## src/rtl/mdr_result_bcd_pkg.sv

```systemverilog
// Shared types and constants for the MDR result-to-BCD display stage.
// DW/DIGITS must satisfy 10**DIGITS > 2**(DW-1) so the largest magnitude fits.
package mdr_result_bcd_pkg;

    localparam int DW     = 16;
    localparam int DIGITS = 5;
    localparam int BCD_W  = 4 * DIGITS;
    localparam int CNT_W  = $clog2(DW);

    typedef logic [DW-1:0]    data_t;
    typedef logic [BCD_W-1:0] bcd_t;

    localparam logic [3:0] BCD_BLANK = 4'hF;

    typedef enum logic [1:0] {
        IDLE,
        SHIFT,
        DONE
    } bcd_state_e;

    // Two's-complement magnitude; the most negative value maps to 2**(DW-1) unsigned.
    function automatic data_t magnitude(input data_t value);
        return value[DW-1] ? (~value + data_t'(1)) : value;
    endfunction

endpackage

```

## src/rtl/mdr_result_bcd_add3.sv

```systemverilog
// One double-dabble correction cell: a BCD digit of 5 or more gets +3 before the shift.
module bcd_add3 (
    input  logic [3:0] digit_i,
    output logic [3:0] digit_o
);

    always_comb begin
        digit_o = digit_i;
        if (digit_i >= 4'd5) begin
            digit_o = digit_i + 4'd3;
        end
    end

endmodule

```

## src/rtl/mdr_result_bcd.sv

```systemverilog
// Display stage: latches a signed MDR result or error and converts the magnitude
// to packed BCD one bit per clock, holding the result for the 7-segment driver.
module mdr_result_bcd
    import mdr_result_bcd_pkg::*;
(
    input  logic              clk,
    input  logic              rst,
    input  logic              i_valid,
    input  logic [DW-1:0]     i_result,
    input  logic              i_error,
    output logic              o_busy,
    output logic              o_done,
    output logic              o_sign,
    output logic [BCD_W-1:0]  o_bcd,
    output logic              o_error_disp
);

    bcd_state_e        state_q;
    logic [CNT_W-1:0]  cnt_q;
    data_t             mag_q;
    bcd_t              scratch_q;
    logic              sign_q;

    bcd_t              scratchAdj;
    bcd_t              scratch_d;

    genvar g;
    generate
        for (g = 0; g < DIGITS; g++) begin : gAdd3
            bcd_add3 uAdd3 (
                .digit_i (scratch_q[4*g +: 4]),
                .digit_o (scratchAdj[4*g +: 4])
            );
        end
    endgenerate

    assign scratch_d = {scratchAdj[BCD_W-2:0], mag_q[DW-1]};

    assign o_busy = (state_q != IDLE);

    // Outputs are loaded on the edge that enters DONE so o_done and the new values
    // appear together; DONE itself only returns to IDLE.
    always_ff @(posedge clk) begin
        if (rst) begin
            state_q      <= IDLE;
            cnt_q        <= '0;
            mag_q        <= '0;
            scratch_q    <= '0;
            sign_q       <= 1'b0;
            o_done       <= 1'b0;
            o_sign       <= 1'b0;
            o_bcd        <= '0;
            o_error_disp <= 1'b0;
        end else begin
            o_done <= 1'b0;
            case (state_q)
                IDLE: begin
                    if (i_valid) begin
                        if (i_error) begin
                            o_bcd        <= {DIGITS{BCD_BLANK}};
                            o_sign       <= 1'b0;
                            o_error_disp <= 1'b1;
                            o_done       <= 1'b1;
                            state_q      <= DONE;
                        end else begin
                            sign_q    <= i_result[DW-1];
                            mag_q     <= magnitude(i_result);
                            scratch_q <= '0;
                            cnt_q     <= '0;
                            state_q   <= SHIFT;
                        end
                    end
                end
                SHIFT: begin
                    scratch_q <= scratch_d;
                    mag_q     <= {mag_q[DW-2:0], 1'b0};
                    cnt_q     <= cnt_q + CNT_W'(1);
                    if (cnt_q == CNT_W'(DW - 1)) begin
                        // A zero magnitude never shows a minus sign.
                        o_bcd        <= scratch_d;
                        o_sign       <= sign_q & (scratch_d != '0);
                        o_error_disp <= 1'b0;
                        o_done       <= 1'b1;
                        state_q      <= DONE;
                    end
                end
                DONE: begin
                    state_q <= IDLE;
                end
                default: begin
                    state_q <= IDLE;
                end
            endcase
        end
    end

endmodule

```

## config.mk

```make
export PLATFORM = sky130hd
export DESIGN_NAME = mdr_result_bcd
export DESIGN_NICKNAME = d
export VERILOG_FILES = /design/src/rtl/mdr_result_bcd_pkg.sv /design/src/rtl/mdr_result_bcd_add3.sv /design/src/rtl/mdr_result_bcd.sv
export SDC_FILE = /design/constraint.sdc
export NUM_CORES = 1
export LEC_CHECK = 0
export BUFFER_PORTS_ARGS = -buffer_cell sky130_fd_sc_hd__buf_2
export CORE_MARGIN = 4
export CORE_UTILIZATION = 36
export CTS_BUF_LIST = sky130_fd_sc_hd__clkbuf_8
export DETAILED_ROUTE_END_ITERATION = 16
export GPL_TIMING_DRIVEN = 0
export HOLD_SLACK_MARGIN = 0.08
export SYNTH_ARGS = -nofsm -noshare
export SYNTH_HDL_FRONTEND = slang
export SYNTH_SLANG_ARGS = --single-unit
```

## constraint.sdc

```tcl
create_clock -name clk -period 3.25 [get_ports clk]
set_clock_uncertainty 0.2 [all_clocks]
set_input_delay 0 -clock clk [delete_from_list [all_inputs] [get_ports clk]]
set_output_delay 0 -clock clk [all_outputs]
set_load 0.05 [all_outputs]
```

-- Word-level counts from Yosys, hierarchy flattened
Cells that the tools add are included.
- add/sub/neg operators: 7
- $lt $le $gt $ge: 5
- equal/unequal tests: 6
- muxes and demuxes: 35
- bitwise gates (word level): 3
- reduce and logical (&&, ||, !) cells: 8
- operators with widths (operator ; number):
    2-to-1 mux 20 bit ; 5
    one-hot mux 20 bit (2 select lines) ; 2
    2-to-1 mux 16 bit ; 3
    one-hot mux 16 bit (2 select lines) ; 1
    2-to-1 mux 4 bit ; 6
    >= comparator 4 x 3 -> 1 bit, second input constant ; 5
    nonzero test 20 bit ; 1
    adder 16 x 1 -> 16 bit, second input constant ; 1
    adder 4 x 2 -> 4 bit, second input constant ; 4
    inverter 16 bit ; 1
    2-to-1 mux 1 bit ; 9
    inequality test 2 bit, second input constant ; 4
    one-hot mux 4 bit (2 select lines) ; 1
    2-to-1 mux 2 bit ; 3
    one-hot mux 1 bit (2 select lines) ; 3
    AND reduction 3 bit ; 2
    adder 4 x 1 -> 4 bit, second input constant ; 1
    == test 4 bit, second input constant ; 1
    one-hot mux 2 bit (2 select lines) ; 1
    AND reduction 4 bit ; 1
    nonzero test 2 bit ; 2
    adder 3 x 2 -> 3 bit, second input constant ; 1
    2-to-1 mux 3 bit ; 1
    == test 2 x 1 -> 1 bit, second input constant ; 1
    other kinds (4) ; 4
- bits in registers: 66
- logic and storage cells: 73

-- Logic depth before layout (Yosys ltp)
Gate-level depths: netlist of the first run.
- depth in word-level cells: 6
- depth in mapped cells: 8
- gate-level depth less buffers: 8

-- By module
A second synthesis of the first run with hierarchy kept.
- cells, all modules: 388
- area, all modules: 3428.3 µm²
- by module, submodules not included (module ; instances ; cells an instance ; area an instance (µm²) ; seq. area each (µm²)):
    mdr_result_bcd ; 1 ; 308 ; 2921.6 ; 1321.3
    bcd_add3 ; 5 ; 16 ; 101.3 ; 0.0

-- Worst setup path after synthesis of the first run
Ideal clock, no wire load.
- path kind: reg-to-reg
- start: register scratch_q[0]
- end: register o_sign
- arrival: 1.687 ns
- slack: 1.229 ns
- stages on the path, launching flop included: 8
- buffers on the path: 0
- path through: dfxtp_1 > inv_1 > ha_1 > a21oi_1 > nand4_1 > or4_1 > nor4_1 > a311oi_1
- longest elaborated chain between the ends: 6
- elaborated cells on any way between the ends: 7
- RTL lines (element ; line ; RTL):
    start, declared ; mdr_result_bcd.sv:21 ; bcd_t scratch_q;
    start signal, assigned ; mdr_result_bcd.sv:75 ; scratch_q <= scratch_d;
    adder 4 x 2 -> 4 bit / >= comparator 4 x 3 -> 1 bit (equally long branches) ; mdr_result_bcd_add3.sv:10, mdr_result_bcd_add3.sv:9 ;
    2-to-1 mux 4 bit * ; mdr_result_bcd_add3.sv:9 ; if (digit_i >= 4'd5) begin
    nonzero test 20 bit * ; mdr_result_bcd.sv:81 ; o_sign <= sign_q & (scratch_d != '0);
    bitwise AND 1 bit * ; mdr_result_bcd.sv:81 ;
    2-to-1 mux 1 bit * ; mdr_result_bcd.sv:78 ; if (cnt_q == CNT_W'(DW - 1)) begin
    one-hot mux 1 bit (2 select lines) * ; mdr_result_bcd.sv:56 ; case (state_q)
    end signal, assigned ; mdr_result_bcd.sv:81 ;
    end, declared ; mdr_result_bcd.sv:13 ; output logic o_sign,
Mark *: on every way between the ends. The rest lies on a longest branch, timed or not. The select of a mux whose other input is x is not followed.
A chain may end at the register's enable or synchronous reset.

-- Worst setup path in the final report of the first run
- start: input port i_result[4]
- end: register mag_q[11]
- longest elaborated chain between the ends: 6
- RTL lines (element ; line ; RTL):
    start, declared ; mdr_result_bcd.sv:9 ; input logic [DW-1:0] i_result,
    inverter 16 bit ; mdr_result_bcd_pkg.sv:23 ; return value[DW-1] ? (~value + data_t'(1)) : value;
    adder 16 x 1 -> 16 bit ; mdr_result_bcd_pkg.sv:23 ;
    2-to-1 mux 16 bit ; mdr_result_bcd_pkg.sv:23 ;
    2-to-1 mux 16 bit ; mdr_result_bcd.sv:59 ; if (i_error) begin
    2-to-1 mux 16 bit ; mdr_result_bcd.sv:58 ; if (i_valid) begin
    one-hot mux 16 bit (2 select lines) ; mdr_result_bcd.sv:56 ;
    end signal, assigned ; mdr_result_bcd.sv:67 ; mag_q <= magnitude(i_result);
    end signal, assigned ; mdr_result_bcd.sv:76 ; mag_q <= {mag_q[DW-2:0], 1'b0};
    end, declared ; mdr_result_bcd.sv:20 ; data_t mag_q;
No other way between the ends. The select of a mux whose other input is x is not followed.

==> results of run 1 <==
## worst max path at each step
stage / from / to / slack, ps / depth (start not counted)
floorplan: scratch_q[0] / o_sign / 1230 / 7
detailed placement: scratch_q[0] / o_sign / 880 / 7
finish: i_result[4] / mag_q[11] / 330 / 8
global placement: scratch_q[0] / o_sign / 870 / 7
CTS: i_result[4] / mag_q[11] / 400 / 8
global route: i_result[4] / mag_q[11] / 140 / 8
## area by class of cell
type	count	area [um2]
Clock buffer	10	138
Multi-Input combinational cell	302	1780
Buffer	26	100
Timing Repair Buffer	65	440
Tap cell	108	135
Fill cell	849	4730
Inverter	18	67.6
Sequential cell	66	1320
Clock inverter	6	57.6
## through the flow
step	std cells	hold slack, ps	setup WS [ps]
final	601	90.2	326
after global routing	601	158	140
after CTS	601	87.6	396
after detailed placement	562	103	879
after global placement	562	88.0	869
after floorplan	412	-51.7	1230
## critical path, stage by stage
cell           delay [ps]
buf_2                 110
nor4_1                870
nand2_1               260
o31ai_1               330
xor2_1                170
dlygate4sd3_1         570
o22ai_1                70
dlygate4sd3_1         570
## cell families (layout without fill, tap and decap cells)
logic type / Yosys count / in the layout / synth area share
mux: 4 / 4 / 0.0123
compound gates: 97 / 97 / 0.191
fa+ha+maj: 12 / 12 / 0.0460
simple gates: 169 / 169 / 0.242
xor+xnor: 20 / 20 / 0.0536
buf+inv: 44 / 125 / 0.0513
flops: 66 / 66 / 0.404
## Yosys cell counts
| cell | number | area, um2 |
|---|---|---|
| nor3_1 | 44 | 220 |
| nand3_1 | 1 | 5.00 |
| o22ai_1 | 2 | 12.5 |
| o211ai_1 | 6 | 45.0 |
| xnor2_1 | 14 | 123 |
| nor2_2 | 1 | 6.26 |
| mux2i_1 | 4 | 40.0 |
| and3_1 | 1 | 6.26 |
| nand2_1 | 25 | 93.8 |
| ha_1 | 12 | 150 |
| o221ai_1 | 1 | 8.76 |
| and2_1 | 1 | 6.26 |
| or3_1 | 1 | 6.26 |
| a311oi_1 | 1 | 8.76 |
| dfxtp_1 | 66 | 1320 |
| xor2_1 | 6 | 52.6 |
| nand2b_1 | 10 | 62.6 |
| nand4_1 | 3 | 18.8 |
| a22oi_1 | 22 | 165 |
| o31ai_4 | 1 | 21.3 |
| or4_4 | 2 | 22.5 |
| o21ai_0 | 11 | 55.1 |
| or4_1 | 1 | 7.51 |
| a211oi_1 | 10 | 75.1 |
| a41oi_1 | 2 | 17.5 |
| a31oi_1 | 3 | 18.8 |
| clkbuf_1 | 24 | 90.1 |
| nor3b_1 | 6 | 45.0 |
| o31ai_1 | 2 | 15.0 |
| nor2_1 | 67 | 251 |
| nor2b_1 | 1 | 6.26 |
| or2_2 | 2 | 12.5 |
| a21oi_1 | 36 | 180 |
| inv_1 | 18 | 67.6 |
| buf_2 | 2 | 10.0 |
| nor4_1 | 3 | 18.8 |
## per-layer routing
metal  share of wire  wire length, um  vias up
met5               0                0        -
met4           0.012              106        0
met3           0.051              446       11
met2            0.48             4220       76
met1            0.46             4020     1495
li1                -                -     1597
## registers in the layout, summed over array words and instances (netlist names)
name,cells
scratch_q,20
mag_q,16
sign_q,1
o_done,1
state_q,2
o_sign,1
o_bcd,20
o_error_disp,1
cnt_q,4
## power groups by stage
| stage | clock [mW] | sequential, mW | combinational [mW] |
|---|---|---|---|
| after detailed placement | 0 | 0.909 | 0.375 |
| after global routing | 0.735 | 0.897 | 0.439 |
| after global placement | 0 | 0.908 | 0.371 |
| after CTS | 0.700 | 0.890 | 0.401 |
| after floorplan | 0 | 0.982 | 0.193 |
| final | 0.690 | 0.890 | 0.400 |
==> out/summary.txt, run 1 <==
Final setup fails = 0
Average size of a mapped cell = 7.93 um2
Met3 Resource Use GR = 0.0349
Synth cell types = 36
CP Class = in -> reg
TNS Setup = 0 ps
Final Power = 1.98 mW
Synth-to-layout area growth = 23.6%
Clk network pwr share = 0.348
Total congestion overflow = 0
DR WL/cell = 14.6 um
Largest net degree at the start of global routing = 12
Slew HR = 0.309
Final instance area = 4040 um2
RR Endpoint = o_sign
Worst Tran Pin Value = 1030 ps
CTS tree = built
Share of cells above drive strength 1 = 0.132
Critical Path AT = 2970 ps
1st-iter DRT viols = 181
Tot GR Track Use = 0.175
Crit-path max FO = 7
Clk root buf = clkbuf_8
Fin crit share = 0.900
Hold EP = mag_q[9]
Met2 Usage GRT = 0.295
# nets final = 520
Post-synthesis sequential area ratio = 0.404
Final Wtd Congestion = 0.834
Vias in the first global route = 3,059
Core Area = 8760 um2
HP Start = i_error
Max H-tree Level = 3
Syn nets = 444
Leakage dissipation = 1.64 nW
R2R cell count = 7
PD cells = 490 nW/um2
Netlist Area Pre-Place = 3270 um2
Combinational share of power = 0.202
Hold_buf cts = 23
Port buffer count = 42
Most common cell after layout, fill and taps aside = nor2_1
Final hold violations = 0
Final WL = 8790 um
Core Util, Final = 0.461
Most frequent cells in the layout = nor2_1, dfxtp_1, buf_2, nor3_1, a21oi_1
Fmax = 0.342 GHz
Sw Share = 0.313
Psw = 0.619 mW
Detailed-route vias per instance = 5.29
Row count = 34
Post-Place Cell Area = 3610 um2
Clock sinks = 66
Initial Util = 0.373
Mapped Cells = 412
Max cap viols = 0
Reg2reg start = scratch_q[0]
Busiest grt layer = met2
Status = complete, no violations
CP required = 3290 ps
Post-CTS setup buffer count = 0
TritonCTS Buffers = 9
Vias = 3,179
Internal = 1.36 mW
Ys Warns = 0
First-pass DRT Iterations = 4
Unrepaired setup endpoints after global routing = no
Post-route ant nets = 0
Antenna violations before repair = 0
Clk slew on worst S/H paths = 80 ps
Worst Hold Class = in -> reg
Peak supply drop = 229 uV
Die area = 10,700 um2
CTS max path bufs = 2
Met1 Usage GRT = 0.226
Antenna cells = 0
Worst skew pair latency = 350 ps
CTS resizes = 0
I/O Pins = 44
HPWL after detailed placement = 6260 um
Slew Limit Fails = 0
Worst R2R Setup Slack = 840 ps
Critical path endpoint category = flop
Sequential group share of total power = 0.450
Synth Register Bits = 66
Hold Crit Depth = 6
Chip height = 103 um
Min Tclk post-route = 2920 ps
DRC = 0
Die Wd = 103 um
First-pass GRT wire length = 14,600 um
Worst setup SP type = input pin
Note: power is estimated with default switching activity, not from simulation.
==> run 2, diff against run 1 <==
--- a/config.mk
+++ b/config.mk
@@ -12,6 +12,7 @@
 export DETAILED_ROUTE_END_ITERATION = 16
 export GPL_TIMING_DRIVEN = 0
 export HOLD_SLACK_MARGIN = 0.08
+export SETUP_SLACK_MARGIN = 0.5
 export SYNTH_ARGS = -nofsm -noshare
 export SYNTH_HDL_FRONTEND = slang
 export SYNTH_SLANG_ARGS = --single-unit
==> run 2 against run 1 <==
Design area decreased by 0.19%. Clock power is essentially flat. Die area stayed put. Core utilization fell by 0.086 points. Routed wire length hardly changed. Worst setup slack better by 430 ps. Flip-flop and latch count did not move. Cell count shrank 0.17%. Clock-buffer cell count is the same. Register-to-register slack hardly changed. Largest cell class unchanged.
==> out/summary.txt, run 2 (same netlist as run 1, synthesis figures left out) <==
Antenna cells = 0 (unchanged)
Final Wtd Congestion = 0.834 (unchanged)
Peak supply drop = 233 uV (+1.4%)
Final setup fails = 0 (unchanged)
Final cell count without fillers = 600 (-0.17%)
Slew Limit Fails = 0 (unchanged)
DR WL/cell = 14.6 um (about the same)
Crit-path max FO = 3 (-4)
# nets final = 519 (-0.19%)
I/O Pins = 44 (unchanged)
Clk root buf = clkbuf_8
Row count = 34 (unchanged)
Max cap viols = 0 (unchanged)
Fmax = 0.401 GHz (+17%)
RR Endpoint = o_sign
Detailed-route vias per instance = 5.29 (about the same)
Share of cells above drive strength 1 = 0.132 (+0.000268)
Unrepaired setup endpoints after global routing = no
Tot GR Track Use = 0.175 (-0.000279)
Regs by FF count = o_bcd x20, scratch_q x20, mag_q x16
First-pass DRT Iterations = 4 (unchanged)
Worst R2R Setup Slack = 840 ps (about the same)
Fin crit share = 0.768 (-0.132)
Final hold violations = 0 (unchanged)
Clock sinks = 66 (unchanged)
Worst setup SP type = input pin
Initial Util = 0.373 (unchanged)
HPWL after detailed placement = 6260 um (unchanged)
CP max stage delay = 590 ps (-280 ps)
Worst Hold Class = in -> reg
Setup crit start = i_result[8]
Antenna violations before repair = 0 (unchanged)
TNS Setup = 0 ps (unchanged)
Reg2reg start = scratch_q[0]
Most common cell after layout, fill and taps aside = nor2_1
R2R cell count = 7 (unchanged)
Vias in the first global route = 3,047 (-0.39%)
CP max stage cell = dlygate4sd3_1
Critical Path End = mag_q[15]
Chip height = 103 um (unchanged)
First-pass GRT wire length = 14,600 um (-0.18%)
CP required = 3330 ps (+40 ps)
Largest net degree at the start of global routing = 12 (unchanged)
Post-route ant nets = 0 (unchanged)
Slew HR = 0.309 (unchanged)
TritonCTS Buffers = 9 (unchanged)
Worst skew pair latency = 350 ps (about the same)
CP Cell Sequence = dlygate4sd3_1, buf_2, or4_4, or4_4, nor2_1, nand4_1, dlygate4sd3_1, a21oi_1
Synth-to-layout area growth = 23.4%
Final WL = 8790 um (about the same)
Status = complete, no violations
Clk slew on worst S/H paths = 80 ps (about the same)
Critical Path AT = 2580 ps (-390 ps)
Leakage dissipation = 1.64 nW (+0.16%)
CP Class = in -> reg
CTS tree = built
PD cells = 491 nW/um2 (about the same)
Die area = 10,700 um2 (unchanged)
Most frequent cells in the layout = nor2_1, dfxtp_1, buf_2, nor3_1, a21oi_1
Die Wd = 103 um (unchanged)
CTS max path bufs = 2 (unchanged)
Max H-tree Level = 3 (unchanged)
Core Area = 8760 um2 (unchanged)
Worst Tran Pin Value = 1030 ps (unchanged)
1st-iter DRT viols = 186 (+2.8%)
Placed Cells = 562 (unchanged)
Min Tclk post-route = 2500 ps (-428 ps)
DRC = 0 (unchanged)
Port buffer count = 42 (unchanged)
Vias = 3,175 (-0.13%)
Total congestion overflow = 0 (unchanged)
Critical path endpoint category = flop
run 2: worst min-delay path by stage:
stage,end,slack [ps],start,cells after the start
floorplan,mag_q[0],-50,i_result[0],2
global placement,mag_q[0],90,i_result[0],3
detailed placement,mag_q[0],100,i_result[0],3
CTS,mag_q[9],90,i_error,6
global route,mag_q[9],160,i_error,6
finish,mag_q[9],90,i_error,6
run 2: worst max-delay path: cells and delay by family:
kind                   cells  cell delay, ps
AOI/OAI and AO/OA          1             110
and+or+nand+nor            4            1200
buffers and inverters      3            1270
run 2: layer usage:
layer | track usage | vias to the layer above | share of wire | wire (um)
li1 | - | 1589 | - | -
met1 | 0.226 | 1490 | 0.45 | 3920
met2 | 0.294 | 87 | 0.48 | 4240
met3 | 0.0349 | 9 | 0.059 | 517
met4 | 0.0518 | 0 | 0.012 | 107
met5 | 0 | - | 0 | 0
run 2: report_power, final:
part           switching, mW  internal, mW  total, mW  leakage, nW
sequential            0.0284         0.862      0.890        0.539
combinational          0.270         0.128      0.398        0.998
clock                  0.320         0.370      0.689        0.107
total                  0.618          1.36       1.98         1.64
run 2: area by class of cell:
| class | count | area (um2) |
|---|---|---|
| fill | 848 | 4730 |
| timing repair buffer | 64 | 433 |
| multi-input combinational | 302 | 1780 |
| clock buffer | 10 | 138 |
| inverter | 18 | 67.6 |
| sequential | 66 | 1320 |
| buffer | 26 | 100 |
| clock inverter | 6 | 57.6 |
| tap | 108 | 135 |
run 2: what timing repair did:
item,CTS,global route
hold buffers,22,0
endpoints found under the hold margin,18,0
setup buffers,0,0
setup endpoints to repair,0,1
resized for setup,0,1
run 2: per-stage QoR:
step	power [mW]	instance area (um2)	setup WS [ps]	utilization	hold WS, ps
floorplan	1.18	3270	1230	-	-51.7
global placement	1.28	3610	869	0.412	88.0
detailed placement	1.28	3610	879	0.412	103
CTS	1.99	4030	583	0.460	87.6
global route	2.07	4030	681	0.460	158
finish	1.98	4030	753	0.460	91.5
